File: src/rtl/prng_ks_pkg.sv
// Shared types and helpers for the PRNG keystream packer.
//   MantW   : mantissa bits taken from each float32 PRNG output
//   state_e : packer frame state (idle, discarding transient, running)
//   mant()  : extract the mantissa field of a float32 word
package prng_ks_pkg;

  localparam int unsigned MantW = 23;

  typedef enum logic [1:0] {
    StIdle,
    StDisc,
    StRun
  } state_e;

  function automatic logic [MantW-1:0] mant(input logic [31:0] x);
    return x[MantW-1:0];
  endfunction

endpackage

File: src/rtl/ks_bit_fifo.sv
// Left-aligned bit accumulator: bits enter behind the existing contents and
// leave from the top, OUT_W at a time. Push and pop may occur in the same cycle.
//   clk_i, reset_i : clock, synchronous active-high reset
//   clr_i          : drop all contents (frame start)
//   push_i         : append push_data_i (IN_W bits, MSB first); caller gates with fits_o
//   pop_i          : remove the oldest OUT_W bits; caller gates with can_pop_o
//   data_o         : oldest OUT_W bits, first bit at MSB (registered)
//   can_pop_o      : at least OUT_W bits held
//   fits_o         : an IN_W push fits, taking this cycle's pop into account
module ks_bit_fifo #(
  parameter int unsigned ACC_W = 128,
  parameter int unsigned IN_W  = 69,
  parameter int unsigned OUT_W = 8
) (
  input  logic             clk_i,
  input  logic             reset_i,
  input  logic             clr_i,
  input  logic             push_i,
  input  logic [IN_W-1:0]  push_data_i,
  input  logic             pop_i,
  output logic [OUT_W-1:0] data_o,
  output logic             can_pop_o,
  output logic             fits_o
);

  localparam int unsigned CntW = $clog2(ACC_W + 1);

  logic [ACC_W-1:0] acc_q, acc_d, acc_shift;
  logic [CntW-1:0]  count_q, count_d, count_rem;

  always_comb begin
    acc_shift = pop_i ? (acc_q << OUT_W) : acc_q;
    count_rem = pop_i ? (count_q - CntW'(OUT_W)) : count_q;
    fits_o    = ({1'b0, count_rem} + (CntW+1)'(IN_W)) <= (CntW+1)'(ACC_W);
    acc_d     = acc_shift;
    count_d   = count_rem;
    // Bits below count are always zero, so the new sample can be OR-ed in place.
    if (push_i) begin
      acc_d   = acc_shift | ({push_data_i, {(ACC_W-IN_W){1'b0}}} >> count_rem);
      count_d = count_rem + CntW'(IN_W);
    end
    if (clr_i) begin
      acc_d   = '0;
      count_d = '0;
    end
  end

  always_ff @(posedge clk_i) begin
    if (reset_i) begin
      acc_q   <= '0;
      count_q <= '0;
    end else begin
      acc_q   <= acc_d;
      count_q <= count_d;
    end
  end

  assign data_o    = acc_q[ACC_W-1 -: OUT_W];
  assign can_pop_o = count_q >= CntW'(OUT_W);

endmodule

File: src/rtl/prng_keystream_packer.sv
// Consumes PRNG result triples, drops the first DISCARD samples of a frame,
// packs the three mantissas MSB-first and emits a framed OUT_W-bit keystream.
//   clk, reset         : clock, synchronous active-high reset
//   start, num_bytes   : frame start pulse and length in words (latched in idle)
//   busy               : frame in progress
//   prng_valid, r1..r3 : PRNG result strobe and float outputs (no backpressure)
//   ks_valid/ready     : keystream handshake; ks_data oldest bits; ks_last final word
//   overflow           : sticky, a sample arrived in run with no room and was dropped
module prng_keystream_packer
  import prng_ks_pkg::*;
#(
  parameter int unsigned PRECISION = 32,
  parameter int unsigned MANT_W    = MantW,
  parameter int unsigned OUT_W     = 8,
  parameter int unsigned ACC_W     = 128,
  parameter int unsigned DISCARD   = 16,
  parameter int unsigned CNT_W     = 24
) (
  input  logic                 clk,
  input  logic                 reset,
  input  logic                 start,
  input  logic [CNT_W-1:0]     num_bytes,
  output logic                 busy,
  input  logic                 prng_valid,
  input  logic [PRECISION-1:0] prng_r1,
  input  logic [PRECISION-1:0] prng_r2,
  input  logic [PRECISION-1:0] prng_r3,
  output logic                 ks_valid,
  input  logic                 ks_ready,
  output logic [OUT_W-1:0]     ks_data,
  output logic                 ks_last,
  output logic                 overflow
);

  localparam int unsigned InW   = 3 * MANT_W;
  localparam int unsigned DiscW = (DISCARD > 1) ? $clog2(DISCARD + 1) : 1;

  state_e           state_q, state_d;
  logic [DiscW-1:0] disc_cnt_q, disc_cnt_d;
  logic [CNT_W-1:0] word_cnt_q, word_cnt_d;
  logic [CNT_W-1:0] num_bytes_q, num_bytes_d;
  logic             overflow_q, overflow_d;

  logic             clr, push, drop, fire, can_pop, fits;
  logic [InW-1:0]   sample;
  logic             unused_hi;

  assign sample    = {prng_r1[MANT_W-1:0], prng_r2[MANT_W-1:0], prng_r3[MANT_W-1:0]};
  assign unused_hi = ^{prng_r1[PRECISION-1:MANT_W], prng_r2[PRECISION-1:MANT_W],
                       prng_r3[PRECISION-1:MANT_W]};

  // All ks_* outputs derive from registered state only.
  assign busy     = (state_q != StIdle);
  assign ks_valid = (state_q == StRun) && can_pop;
  assign ks_last  = ks_valid && (word_cnt_q == (num_bytes_q - CNT_W'(1)));
  assign fire     = ks_valid && ks_ready;
  assign push     = (state_q == StRun) && prng_valid && fits;
  assign drop     = (state_q == StRun) && prng_valid && !fits;
  assign overflow = overflow_q;

  ks_bit_fifo #(
    .ACC_W (ACC_W),
    .IN_W  (InW),
    .OUT_W (OUT_W)
  ) u_fifo (
    .clk_i       (clk),
    .reset_i     (reset),
    .clr_i       (clr),
    .push_i      (push),
    .push_data_i (sample),
    .pop_i       (fire),
    .data_o      (ks_data),
    .can_pop_o   (can_pop),
    .fits_o      (fits)
  );

  always_comb begin
    state_d     = state_q;
    disc_cnt_d  = disc_cnt_q;
    word_cnt_d  = word_cnt_q;
    num_bytes_d = num_bytes_q;
    overflow_d  = overflow_q;
    clr         = 1'b0;
    unique case (state_q)
      StIdle: begin
        if (start && (num_bytes != '0)) begin
          clr         = 1'b1;
          disc_cnt_d  = '0;
          word_cnt_d  = '0;
          overflow_d  = 1'b0;
          num_bytes_d = num_bytes;
          state_d     = (DISCARD == 0) ? StRun : StDisc;
        end
      end
      StDisc: begin
        if (prng_valid) begin
          disc_cnt_d = disc_cnt_q + DiscW'(1);
          if (disc_cnt_q == DiscW'(DISCARD - 1)) state_d = StRun;
        end
      end
      StRun: begin
        if (fire) word_cnt_d = word_cnt_q + CNT_W'(1);
        if (drop) overflow_d = 1'b1;
        if (fire && ks_last) state_d = StIdle;
      end
      default: state_d = StIdle;
    endcase
  end

  always_ff @(posedge clk) begin
    if (reset) begin
      state_q     <= StIdle;
      disc_cnt_q  <= '0;
      word_cnt_q  <= '0;
      num_bytes_q <= '0;
      overflow_q  <= 1'b0;
    end else begin
      state_q     <= state_d;
      disc_cnt_q  <= disc_cnt_d;
      word_cnt_q  <= word_cnt_d;
      num_bytes_q <= num_bytes_d;
      overflow_q  <= overflow_d;
    end
  end

endmodule

File: config.mk
export PLATFORM = sky130hd
export DESIGN_NAME = prng_keystream_packer
export DESIGN_NICKNAME = d
export VERILOG_FILES = /design/src/rtl/prng_ks_pkg.sv /design/src/rtl/ks_bit_fifo.sv /design/src/rtl/prng_keystream_packer.sv
export SDC_FILE = /design/constraint.sdc
export NUM_CORES = 1
export LEC_CHECK = 0
export CORE_MARGIN = 3
export CORE_UTILIZATION = 50
export CTS_CLUSTER_SIZE = 30
export DETAILED_ROUTE_END_ITERATION = 10
export MAX_ROUTING_LAYER = met4
export PLACE_DENSITY = 0.68
export SETUP_SLACK_MARGIN = 0.15
export SYNTH_ARGS = -nofsm -noshare
export SYNTH_HDL_FRONTEND = slang
export SYNTH_SLANG_ARGS = --single-unit
File: constraint.sdc
create_clock -name clk -period 4.18 [get_ports clk]
set_clock_uncertainty 0.05 [all_clocks]
set_input_delay 0.627 -clock clk [delete_from_list [all_inputs] [get_ports clk]]
set_output_delay 0.627 -clock clk [all_outputs]
set_load 0.01 [all_outputs]
-- Word-level counts from Yosys, hierarchy flattened
Index checks and enable logic that the tools add are counted.
Widths: inputs -> output; s select.
- multiplexer cells: 20
- equality and inequality tests: 10
- $add $sub $neg: 6
- reduce and logical (&&, ||, !) cells: 20
- bitwise gates (word level): 1
- $lt $le $gt $ge: 2
- shifts and indexed selects: 1
- operators with widths (kind ; number):
    $mux 128 ; 2
    $or 128x128->128 ; 1
    $shr 128x8->128 ; 1
    $mux 24 ; 2
    $pmux 24 s2 ; 1
    $add 24x1->24 const B ; 1
    $eq 24x24->1 ; 1
    $reduce_bool 24->1 ; 1
    $sub 24x1->24 const B ; 1
    $mux 8 ; 2
    $mux 5 ; 2
    $ne 2x2->1 const B ; 5
    $pmux 5 s2 ; 1
    $add 8x7->9 const B ; 1
    $le 9x8->1 const B ; 1
    $reduce_and 3->1 ; 3
    $add 8x7->8 const B ; 1
    $ge 8x4->1 const B ; 1
    $logic_and 1x1->1 ; 8
    $mux 2 ; 4
    $sub 8x4->8 const B ; 1
    $pmux 2 s3 ; 1
    $reduce_bool 2->1 ; 3
    $add 5x1->5 const B ; 1
    other kinds (11) ; 14
- bits of input ports: 125
- logic and storage cells: 67
- output and inout port bits: 12
- bits in registers: 192

-- Longest topological paths before layout
Gate-level depths: netlist of the first run.
- word-level depth: 10
- mapped depth: 13
- mapped depth without buffers: 10

-- Cells and area by module
From an unflattened synthesis of the first run, not the netlist that was laid out.
- cell total of the unflattened synthesis: 1791
- area total of the unflattened synthesis: 15504.9 um^2
- modules (own cells, without submodules) (module ; instances ; cells each ; seq. area each (um^2) ; area each (um^2)):
    ks_bit_fifo ; 1 ; 1415 ; 2722.6 ; 12319.3
    prng_keystream_packer ; 1 ; 376 ; 1121.1 ; 3185.6

-- Least setup slack after synthesis of the first run
OpenSTA, ideal clock, no wires.
- kind: reg2out
- start point: register num_bytes_q[11]
- end point: output port ks_last
- arrival time: 2459 ps
- setup slack: 1044 ps
- buffers on the path: 1
- required time: 3503 ps
- cell stages (with the launch flop): 9
- cell sequence: dfxtp_1 > buf_6 > or4_4 > nor4_4 > nand2b_2 > or4b_4 > o211ai_2 > o211ai_2 > nor4_1
- cells in the longest elaborated chain, start to end: 3
- RTL lines (what ; RTL line ; text):
    from (decl) ; prng_keystream_packer.sv:41 ; logic [CNT_W-1:0] num_bytes_q, num_bytes_d;
    from (signal assigned) ; prng_keystream_packer.sv:121 ; num_bytes_q <= num_bytes_d;
    $sub 24x1->24 ; prng_keystream_packer.sv:55 ; assign ks_last = ks_valid && (word_cnt_q == (num_bytes_q - CNT_W'(1)));
    $eq 24x24->1 ; prng_keystream_packer.sv:55 ;
    $logic_and 1x1->1 ; prng_keystream_packer.sv:55 ;
    to (decl) ; prng_keystream_packer.sv:31 ; output logic ks_last,
Every way passes these cells.

-- Worst setup path in the final report of the first run
Same ends and word-level chain as after synthesis.

==> results.sh, run 1 <==
export IMPL_status="completed"
export IMPL_synth_cells=1857
export IMPL_async_flop_share=0
export IMPL_ant_nets=0
export IMPL_die_width_um=180
export IMPL_core_region_area_mm2=0.0297
export IMPL_hpwlAfterDp_um=43800
export IMPL_fp_dieH_um=180
export IMPL_endpoint_kind="primary output"
export IMPL_power_internal_mw=2.97
export IMPL_pwr_share_seq=0.438
export IMPL_overflow=0
export IMPL_hold_buffers=0
export IMPL_first_pass_iters=6
export IMPL_path_common_cell="o211ai_2"
export IMPL_layout_commonest_cell="nand2_1"
export IMPL_route_detailed_drc=0
export IMPL_ys_seq_elements=192
export IMPL_synth_area_leaders="dfxtp_1, mux2i_1, mux2_2"
export IMPL_numCtsBuffers=17
export IMPL_die_area_mm2=0.0323
export IMPL_fin_tns_setup_ps=0
export IMPL_grt_setup_unrepaired="false"
export IMPL_ios=137
export IMPL_seq_area_frac_synth=0.254
export IMPL_path_cells="or4_4, nor4_4, nand2b_2, or4b_4, o211ai_2, o211ai_2, nor4_1, dlygate4sd2_1"
export IMPL_wire_per_inst_um=24.9
export IMPL_yosys_warnings=0
export IMPL_slew_violations=0
export IMPL_cts_sinks=192
export IMPL_stdcell_area_mm2=0.0175
export IMPL_synthDominantCellAreaShare=0.254
export IMPL_rr_startpoint="u_fifo.count_q[3]"
export IMPL_critPathSlowestCell="or4_4"
export IMPL_relSlewSlack=0.420
export IMPL_worst_ep_arrival_time_ps=3170
export IMPL_antenna_found_initial=1
export IMPL_tightest_slew_ps=871
export IMPL_gp_congestion=1.05
export IMPL_p_sw_mw=1.30
export IMPL_synth_distinct_cells=91
export IMPL_avgSynthCellArea_um2=8.14
export IMPL_clock_power_share=0.405
export IMPL_synth_top_area_cell="dfxtp_1"
export IMPL_vdd_drop_max_v=0.000378
export IMPL_power_leakage_nw=6.18
export IMPL_final_cell_mix="nand2_1, mux2i_1, dfxtp_1, nor2_1, clkdlybuf4s50_1"
export IMPL_fin_crit_sh=0.920
export IMPL_hold_slack_ps=414
export IMPL_synth_edf_count=0
export IMPL_clock_root_buffer="clkbuf_16"
export IMPL_yosys_most_used_dff="dfxtp_1"
export IMPL_row_count=63
export IMPL_fin_crit_ps=3840
export IMPL_netlist_area_mm2=0.0151
export IMPL_clk_latency_ps=470
export IMPL_cp_start_kind="flop"
export IMPL_max_stage_delay_ps=580
export IMPL_grt_max_degree=126
export IMPL_port_buffers=109
export IMPL_crit_fanout=5
export IMPL_max_clock_path_buffers=2
export IMPL_dr_first_iter_drc_count=1871
export IMPL_min_delay_start="u_fifo.acc_q[2]"
export IMPL_start_util=0.508
export IMPL_first_global_vias=14746
export IMPL_p_comb_frac=0.157
export IMPL_final_nets=2057
export IMPL_grt_pass1_wl_um=88700
export IMPL_clk_pin_slew_ps=80
export IMPL_final_hold_viol_count=0
export IMPL_setup_viol=0
export IMPL_synth_nets=1990
export IMPL_max_freq_ghz=0.260
export IMPL_grt_use_total=0.356
export IMPL_drv_cap=0
export IMPL_startpoint="num_bytes_q[11]"
export IMPL_routed_wirelength_um=57900
export IMPL_num_vias=15558
export IMPL_tritoncts="done"
export IMPL_pwr_density_cell_mw_per_mm2=244
export IMPL_areaGrowthSynthToFinish_pct=15.6
export IMPL_htree_levels=4
export IMPL_placed_area_mm2=0.0168
export IMPL_vias_per_cell=6.68
export IMPL_critical_path_required_ps=3500
export IMPL_drive_gt1_frac=0.154
export IMPL_hold_class="reg -> reg"
export IMPL_switching_share=0.305
export IMPL_path_class="reg -> out"
==> through the flow <==
step,cells,util,setup WS (ps),total power [mW]
after floorplan,1857,-,1040,2.27
after global placement,2294,0.566,250,2.55
after detailed placement,2294,0.566,200,2.56
after CTS,2327,0.588,265,4.28
after global routing,2328,0.588,173,4.39
final,2328,0.588,336,4.27
==> sequential cells by signal, summed over array words and instances (netlist names) <==
signal          cells
u_fifo.acc_q      128
state_q             2
word_cnt_q         24
overflow            1
num_bytes_q        24
disc_cnt_q          5
u_fifo.count_q      8
==> final cells by class <==
cell class                      count  area, µm²
Multi-Input combinational cell   1481      10500
Tap cell                          390        488
Fill cell                        2715      12200
Sequential cell                   192       3850
Clock buffer                       17        425
Timing Repair Buffer              212       1950
Inverter                           20       75.1
Clock inverter                     15        204
Antenna cell                        1       2.50
==> cell usage after synthesis, drive strengths merged, types with 7 or more instances <==
cell type	number
mux2	102
o211ai	19
o22a	10
dfxtp	192
and3	8
a221oi	29
o21a	7
inv	20
nand3	28
a31oi	33
a22o	7
o21ai	73
o2bb2ai	8
nor2	149
a221o	12
a211oi	19
clkbuf	80
and2	14
ha	8
a32o	13
nand2b	21
or3	14
buf	84
xnor2	26
o31ai	14
nand4	13
nor2b	9
nor4	16
nand2	231
nor3	20
a22oi	24
o221ai	26
a21oi	97
mux2i	223
o22ai	91
xor2	30
or2	8
==> power groups by stage <==
stage                     sequential [mW]  combinational [mW]  clock [mW]
final                                1.87               0.669        1.73
after CTS                            1.87               0.656        1.75
after global routing                 1.87               0.713        1.81
after global placement               1.91               0.643           0
after floorplan                      1.90               0.368           0
after detailed placement             1.91               0.649           0
==> kinds of logic (layout without fill, tap and decap cells) <==
logic type / Yosys count / in the layout / share of synthesized area
mux: 331 / 331 / 0.233
other cells: 0 / 1 / 0
simple gates: 555 / 555 / 0.173
fa+ha+maj: 8 / 8 / 0.00662
compound gates: 531 / 531 / 0.244
buf+inv: 184 / 264 / 0.0572
xor+xnor: 56 / 56 / 0.0325
flops: 192 / 192 / 0.254
==> worst paths after layout <==
check / to / slack (ps) / cells past startpoint
setup reg to reg: u_fifo.acc_q[120] / 640 / 11
hold reg to reg: u_fifo.acc_q[2] / 410 / 2
hold / removal: u_fifo.acc_q[2] / 410 / 2
setup / recovery: ks_last / 340 / 8
==> timing repair <==
action | in CTS | in global routing
setup endpoints to repair | 1 | 1
buffers inserted | 1 | 0
pin swaps | 2 | 1
resized for setup | 4 | 0
==> worst max-delay path: cells and delay by family (launching register included) <==
family	cells	cell delay [ps]
simple gates	5	1870
buf+inv	1	310
flops	1	320
compound gates	2	210
==> layer usage <==
layer,global-route usage,part of all wire,up-vias
met1,0.437,0.40,7472
li1,-,-,7117
met4,0.160,0.052,0
met3,0.0716,0.083,176
met5,-,0,-
met2,0.566,0.46,793
(Power assumes the default switching activity.)
==> run 2: changes to the inputs <==
CAP_MARGIN = 20   (was default)
PLACE_DENSITY = 0.71   (was 0.68)
clock period = 3.32 ns   (was 4.18 ns; I/O delays follow)
==> results.sh, run 2 (synthesized netlist as in run 1, its figures left out) <==
export IMPL_status="finished, violations left"
export IMPL_violations="setup timing"
export IMPL_layout_commonest_cell="buf_4"
export IMPL_fin_crit_ps=3540
export IMPL_grt_setup_unrepaired="true"
export IMPL_fin_crit_sh=1.06
export IMPL_setup_viol=1
export IMPL_fp_dieH_um=180
export IMPL_regMostFlops="u_fifo.acc_q"
export IMPL_grt_pass1_wl_um=96100
export IMPL_hpwlAfterDp_um=48900
export IMPL_largest_reg_flops=128
export IMPL_final_cell_mix="buf_4, nand2_1, mux2i_1, dfxtp_1, nor2_1"
export IMPL_dp_slack_ps=-265
export IMPL_stdcell_area_mm2=0.0193
export IMPL_first_pass_iters=6
export IMPL_wire_per_inst_um=24.9
export IMPL_clock_root_buffer="clkbuf_16"
export IMPL_drv_cap=0
export IMPL_first_global_vias=16212
export IMPL_path_common_cell="o211ai_2"
export IMPL_areaGrowthSynthToFinish_pct=27.4
export IMPL_critical_path_required_ps=2770
export IMPL_vias_per_cell=6.55
export IMPL_worst_ep_arrival_time_ps=2990
export IMPL_num_antenna_cells=0
export IMPL_cp_start_kind="flop"
export IMPL_numCtsBuffers=17
export IMPL_pwr_density_cell_mw_per_mm2=280
export IMPL_layout_setup_ws_ps=-216
export IMPL_endpoint_kind="primary output"
export IMPL_critPathSlowestCell="or4_4"
export IMPL_drive_gt1_frac=0.242
export IMPL_htree_levels=4
export IMPL_num_vias=16631
export IMPL_tritoncts="done"
export IMPL_grt_util_met3=0.0660
export IMPL_die_area_mm2=0.0323
export IMPL_clk_latency_ps=450
export IMPL_final_hold_viol_count=0
export IMPL_power_leakage_nw=7.25
export IMPL_overflow=0
export IMPL_final_nets=2271
export IMPL_power_mw=5.39
export IMPL_max_stage_delay_ps=560
export IMPL_gp_congestion=1.03
export IMPL_fin_util=0.648
export IMPL_hold_class="reg -> reg"
export IMPL_ios=137
export IMPL_vdd_drop_max_v=0.000404
export IMPL_max_freq_ghz=0.283
export IMPL_grt_busiest_layer="met2"
export IMPL_slew_violations=0
export IMPL_clk_pin_slew_ps=80
export IMPL_fin_tns_setup_ps=-216
export IMPL_routed_wirelength_um=63400
export IMPL_die_width_um=180
export IMPL_port_buffers=109
export IMPL_grt_util_met1=0.481
export IMPL_grt_max_degree=126
export IMPL_relSlewSlack=0.252
export IMPL_route_detailed_drc=0
export IMPL_antenna_found_initial=0
export IMPL_reg_top3="u_fifo.acc_q x128, num_bytes_q x24, word_cnt_q x24"
export IMPL_tightest_slew_ps=1120
export IMPL_cts_sinks=192
export IMPL_core_region_area_mm2=0.0297
export IMPL_max_clock_path_buffers=2
export IMPL_ant_nets=0
export IMPL_crit_fanout=3
export IMPL_dr_first_iter_drc_count=1814
export IMPL_row_count=63
export IMPL_start_util=0.508
export IMPL_path_cells="or4_4, nor4_4, buf_4, nand2b_2, or4b_4, o211ai_2, o211ai_2, nor4_2, buf_2"
export IMPL_path_class="reg -> out"
export IMPL_met2_usage=0.634
export IMPL_grt_use_total=0.389
export IMPL_placed_area_mm2=0.0185
run 2: changes by cell type in the layout (fill, tap and decap cells not counted), moves of 3 or more:
| cell | change |
|---|---|
| a221oi_2 | +3 |
| buf_4 | +200 |
| clkinv_8 | -7 |
| buf_12 | +13 |
| a221oi_1 | -3 |
| inv_6 | +3 |
| nor4_1 | -3 |
| nor4_2 | +3 |
run 2: cell type report:
class	instances	area [µm²]
inverters	20	75.1
well taps	390	488
repair buffers	426	3740
clock inverters	14	135
multi-input cells	1481	10500
clock buffers	18	439
fillers	2617	10500
flip-flops and latches	192	3850
run 2: critical path: cells and delay by family (launching register included):
kind	cells	cell delay, ps
flops	1	320
compound gates	2	210
buf+inv	2	350
simple gates	5	1660
run 2: path summary, 6_finish.rpt:
path / startpoint / endpoint / slack [ps] / cells after the start
hold / removal: u_fifo.acc_q[2] / u_fifo.acc_q[2] / 410 / 2
setup / recovery: num_bytes_q[14] / ks_last / -220 / 9
setup reg to reg: num_bytes_q[14] / state_q[1] / 220 / 12
hold reg to reg: u_fifo.acc_q[2] / u_fifo.acc_q[2] / 410 / 2
run 2: what timing repair did:
item	4_1_cts	5_1_grt
gates resized for setup	9	9
setup buffers	4	3
hold buffers	0	0
setup endpoints to repair	15	24
pin swaps	4	4
run 2: power breakdown:
group / switching (mW) / internal [mW]
Sequential: 0.0222 / 2.32
Clock: 1.03 / 1.02
Combinational: 0.516 / 0.483
run 2: through the flow:
step                hold WS (ps)  std cells
global placement             387       2502
CTS                          411       2538
finish                       412       2541
floorplan                    375       1857
detailed placement           391       2502
global route                 435       2541
run 2: layer usage:
metal / share of wire / up-vias
met2: 0.47 / 823
met4: 0.045 / 0
met1: 0.41 / 8075
li1: - / 7564
met3: 0.078 / 169
met5: 0 / -
==> run 3: changes to the inputs <==
MAX_ROUTING_LAYER = default   (was met4)
==> results.sh, run 3 (synthesized netlist as in run 1, its figures left out) <==
export IMPL_drv_cap=0
export IMPL_die_width_um=180
export IMPL_ant_nets=0
export IMPL_num_antenna_cells=0
export IMPL_clock_root_buffer="clkbuf_16"
export IMPL_crit_fanout=3
export IMPL_max_clock_path_buffers=2
export IMPL_port_buffers=109
export IMPL_path_class="reg -> out"
export IMPL_core_region_area_mm2=0.0297
export IMPL_die_area_mm2=0.0323
export IMPL_regMostFlops="u_fifo.acc_q"
export IMPL_vdd_drop_max_v=0.000394
export IMPL_clk_latency_ps=460
export IMPL_numCtsBuffers=17
export IMPL_startpoint="num_bytes_q[14]"
export IMPL_ios=137
export IMPL_hold_slack_ps=409
export IMPL_overflow=0
export IMPL_whs_path_depth=2
export IMPL_hpwlAfterDp_um=49100
export IMPL_routed_wirelength_um=63900
export IMPL_grt_use_total=0.382
export IMPL_critical_path_required_ps=2770
export IMPL_gp_congestion=1.02
export IMPL_reg_top3="u_fifo.acc_q x128, num_bytes_q x24, word_cnt_q x24"
export IMPL_num_vias=16526
export IMPL_cp_start_kind="flop"
export IMPL_relSlewSlack=0.491
export IMPL_cts_sinks=192
export IMPL_rr_startpoint="num_bytes_q[14]"
export IMPL_min_delay_start="u_fifo.acc_q[1]"
export IMPL_final_nets=2264
export IMPL_hold_buffers=0
export IMPL_route_detailed_drc=0
export IMPL_tritoncts="done"
export IMPL_slew_violations=0
export IMPL_row_count=63
export IMPL_fin_util=0.649
export IMPL_fin_crit_ps=3430
export IMPL_layout_commonest_cell="buf_4"
export IMPL_start_util=0.508
export IMPL_wire_per_inst_um=25.2
export IMPL_layout_setup_ws_ps=-108
export IMPL_power_mw=5.65
export IMPL_max_freq_ghz=0.292
export IMPL_pwr_density_cell_mw_per_mm2=293
export IMPL_largest_reg_flops=128
export IMPL_endpoint_kind="primary output"
export IMPL_fillCellCount=2607
export IMPL_dr_first_iter_drc_count=1829
export IMPL_first_global_vias=16192
export IMPL_final_hold_viol_count=0
export IMPL_areaGrowthSynthToFinish_pct=27.6
export IMPL_grt_max_degree=126
export IMPL_setup_viol=1
export IMPL_violations="setup timing"
export IMPL_clk_pin_slew_ps=70
export IMPL_power_leakage_nw=7.26
export IMPL_status="finished, violations left"
export IMPL_fin_crit_sh=1.03
export IMPL_first_pass_iters=7
export IMPL_fp_dieH_um=180
export IMPL_grt_setup_unrepaired="true"
export IMPL_final_cell_mix="buf_4, nand2_1, mux2i_1, dfxtp_1, nor2_1"
export IMPL_drive_gt1_frac=0.241
export IMPL_seqCellArea_mm2=0.00385
export IMPL_hold_class="reg -> reg"
export IMPL_multiInputGateArea_mm2=0.0106
export IMPL_antenna_found_initial=0
export IMPL_grt_pass1_wl_um=97400
export IMPL_vias_per_cell=6.52
export IMPL_reg2reg_depth=14
export IMPL_worst_ep_arrival_time_ps=2880
export IMPL_htree_levels=4
export IMPL_tightest_slew_ps=764
## run 3: cell count changes in the layout (fill, tap and decap cells not counted), sizes merged
cell,change
buf,-8
inv,-5
bufinv,+4
clkbuf,+1
clkinvlp,+1
## run 3: timing repair
item                       in CTS  in global routing
buffers inserted                7                  6
resized for setup              10                 13
pin swaps                       7                  7
setup endpoints to repair       2                 29
gates cloned                    0                  0
## run 3: layer usage
layer | global-route usage | wire, µm
met1 | 0.503 | 26300
met2 | 0.622 | 29300
met3 | 0.0597 | 5100
met4 | 0.164 | 3140
met5 | 0 | 0
## run 3: area by class of cell
type                    count  area share
inverters                  20     0.00389
repair buffers            419       0.190
clock inverters            14      0.0105
multi-input cells        1481       0.548
well taps                 390      0.0253
clock buffers              18      0.0228
flip-flops and latches    192       0.200
## run 3: worst max-delay path: stages (launching register included)
cell and delay, ps:
dfxtp_1 310, or4_4 550, nor4_4 230, nand2b_2 130
or4b_4 520, o211ai_2 90, o211ai_2 110, nor4_2 290
buf_2 180
## run 3: power breakdown
group / internal (mW) / switching (mW) / leakage (nW)
clock network: 1.30 / 0.981 / 0.306
registers: 2.32 / 0.0230 / 1.55
logic: 0.494 / 0.532 / 5.40
## run 3: worst paths after layout
path | end | slack [ps]
max reg2reg | state_q[1] | 80
max | ks_last | -110
min reg2reg | u_fifo.acc_q[1] | 410
min | u_fifo.acc_q[1] | 410
## run 3: metrics by stage
step | TNS (ps) | setup WS (ps) | instances | cell area, µm²
2_1_floorplan | 0 | 313 | 1857 | 15100
3_3_place_gp | -440 | -218 | 2488 | 18400
3_5_place_dp | -414 | -213 | 2489 | 18400
4_1_cts | -156 | -156 | 2528 | 19200
5_1_grt | -225 | -225 | 2534 | 19300
6_report | -108 | -108 | 2534 | 19300
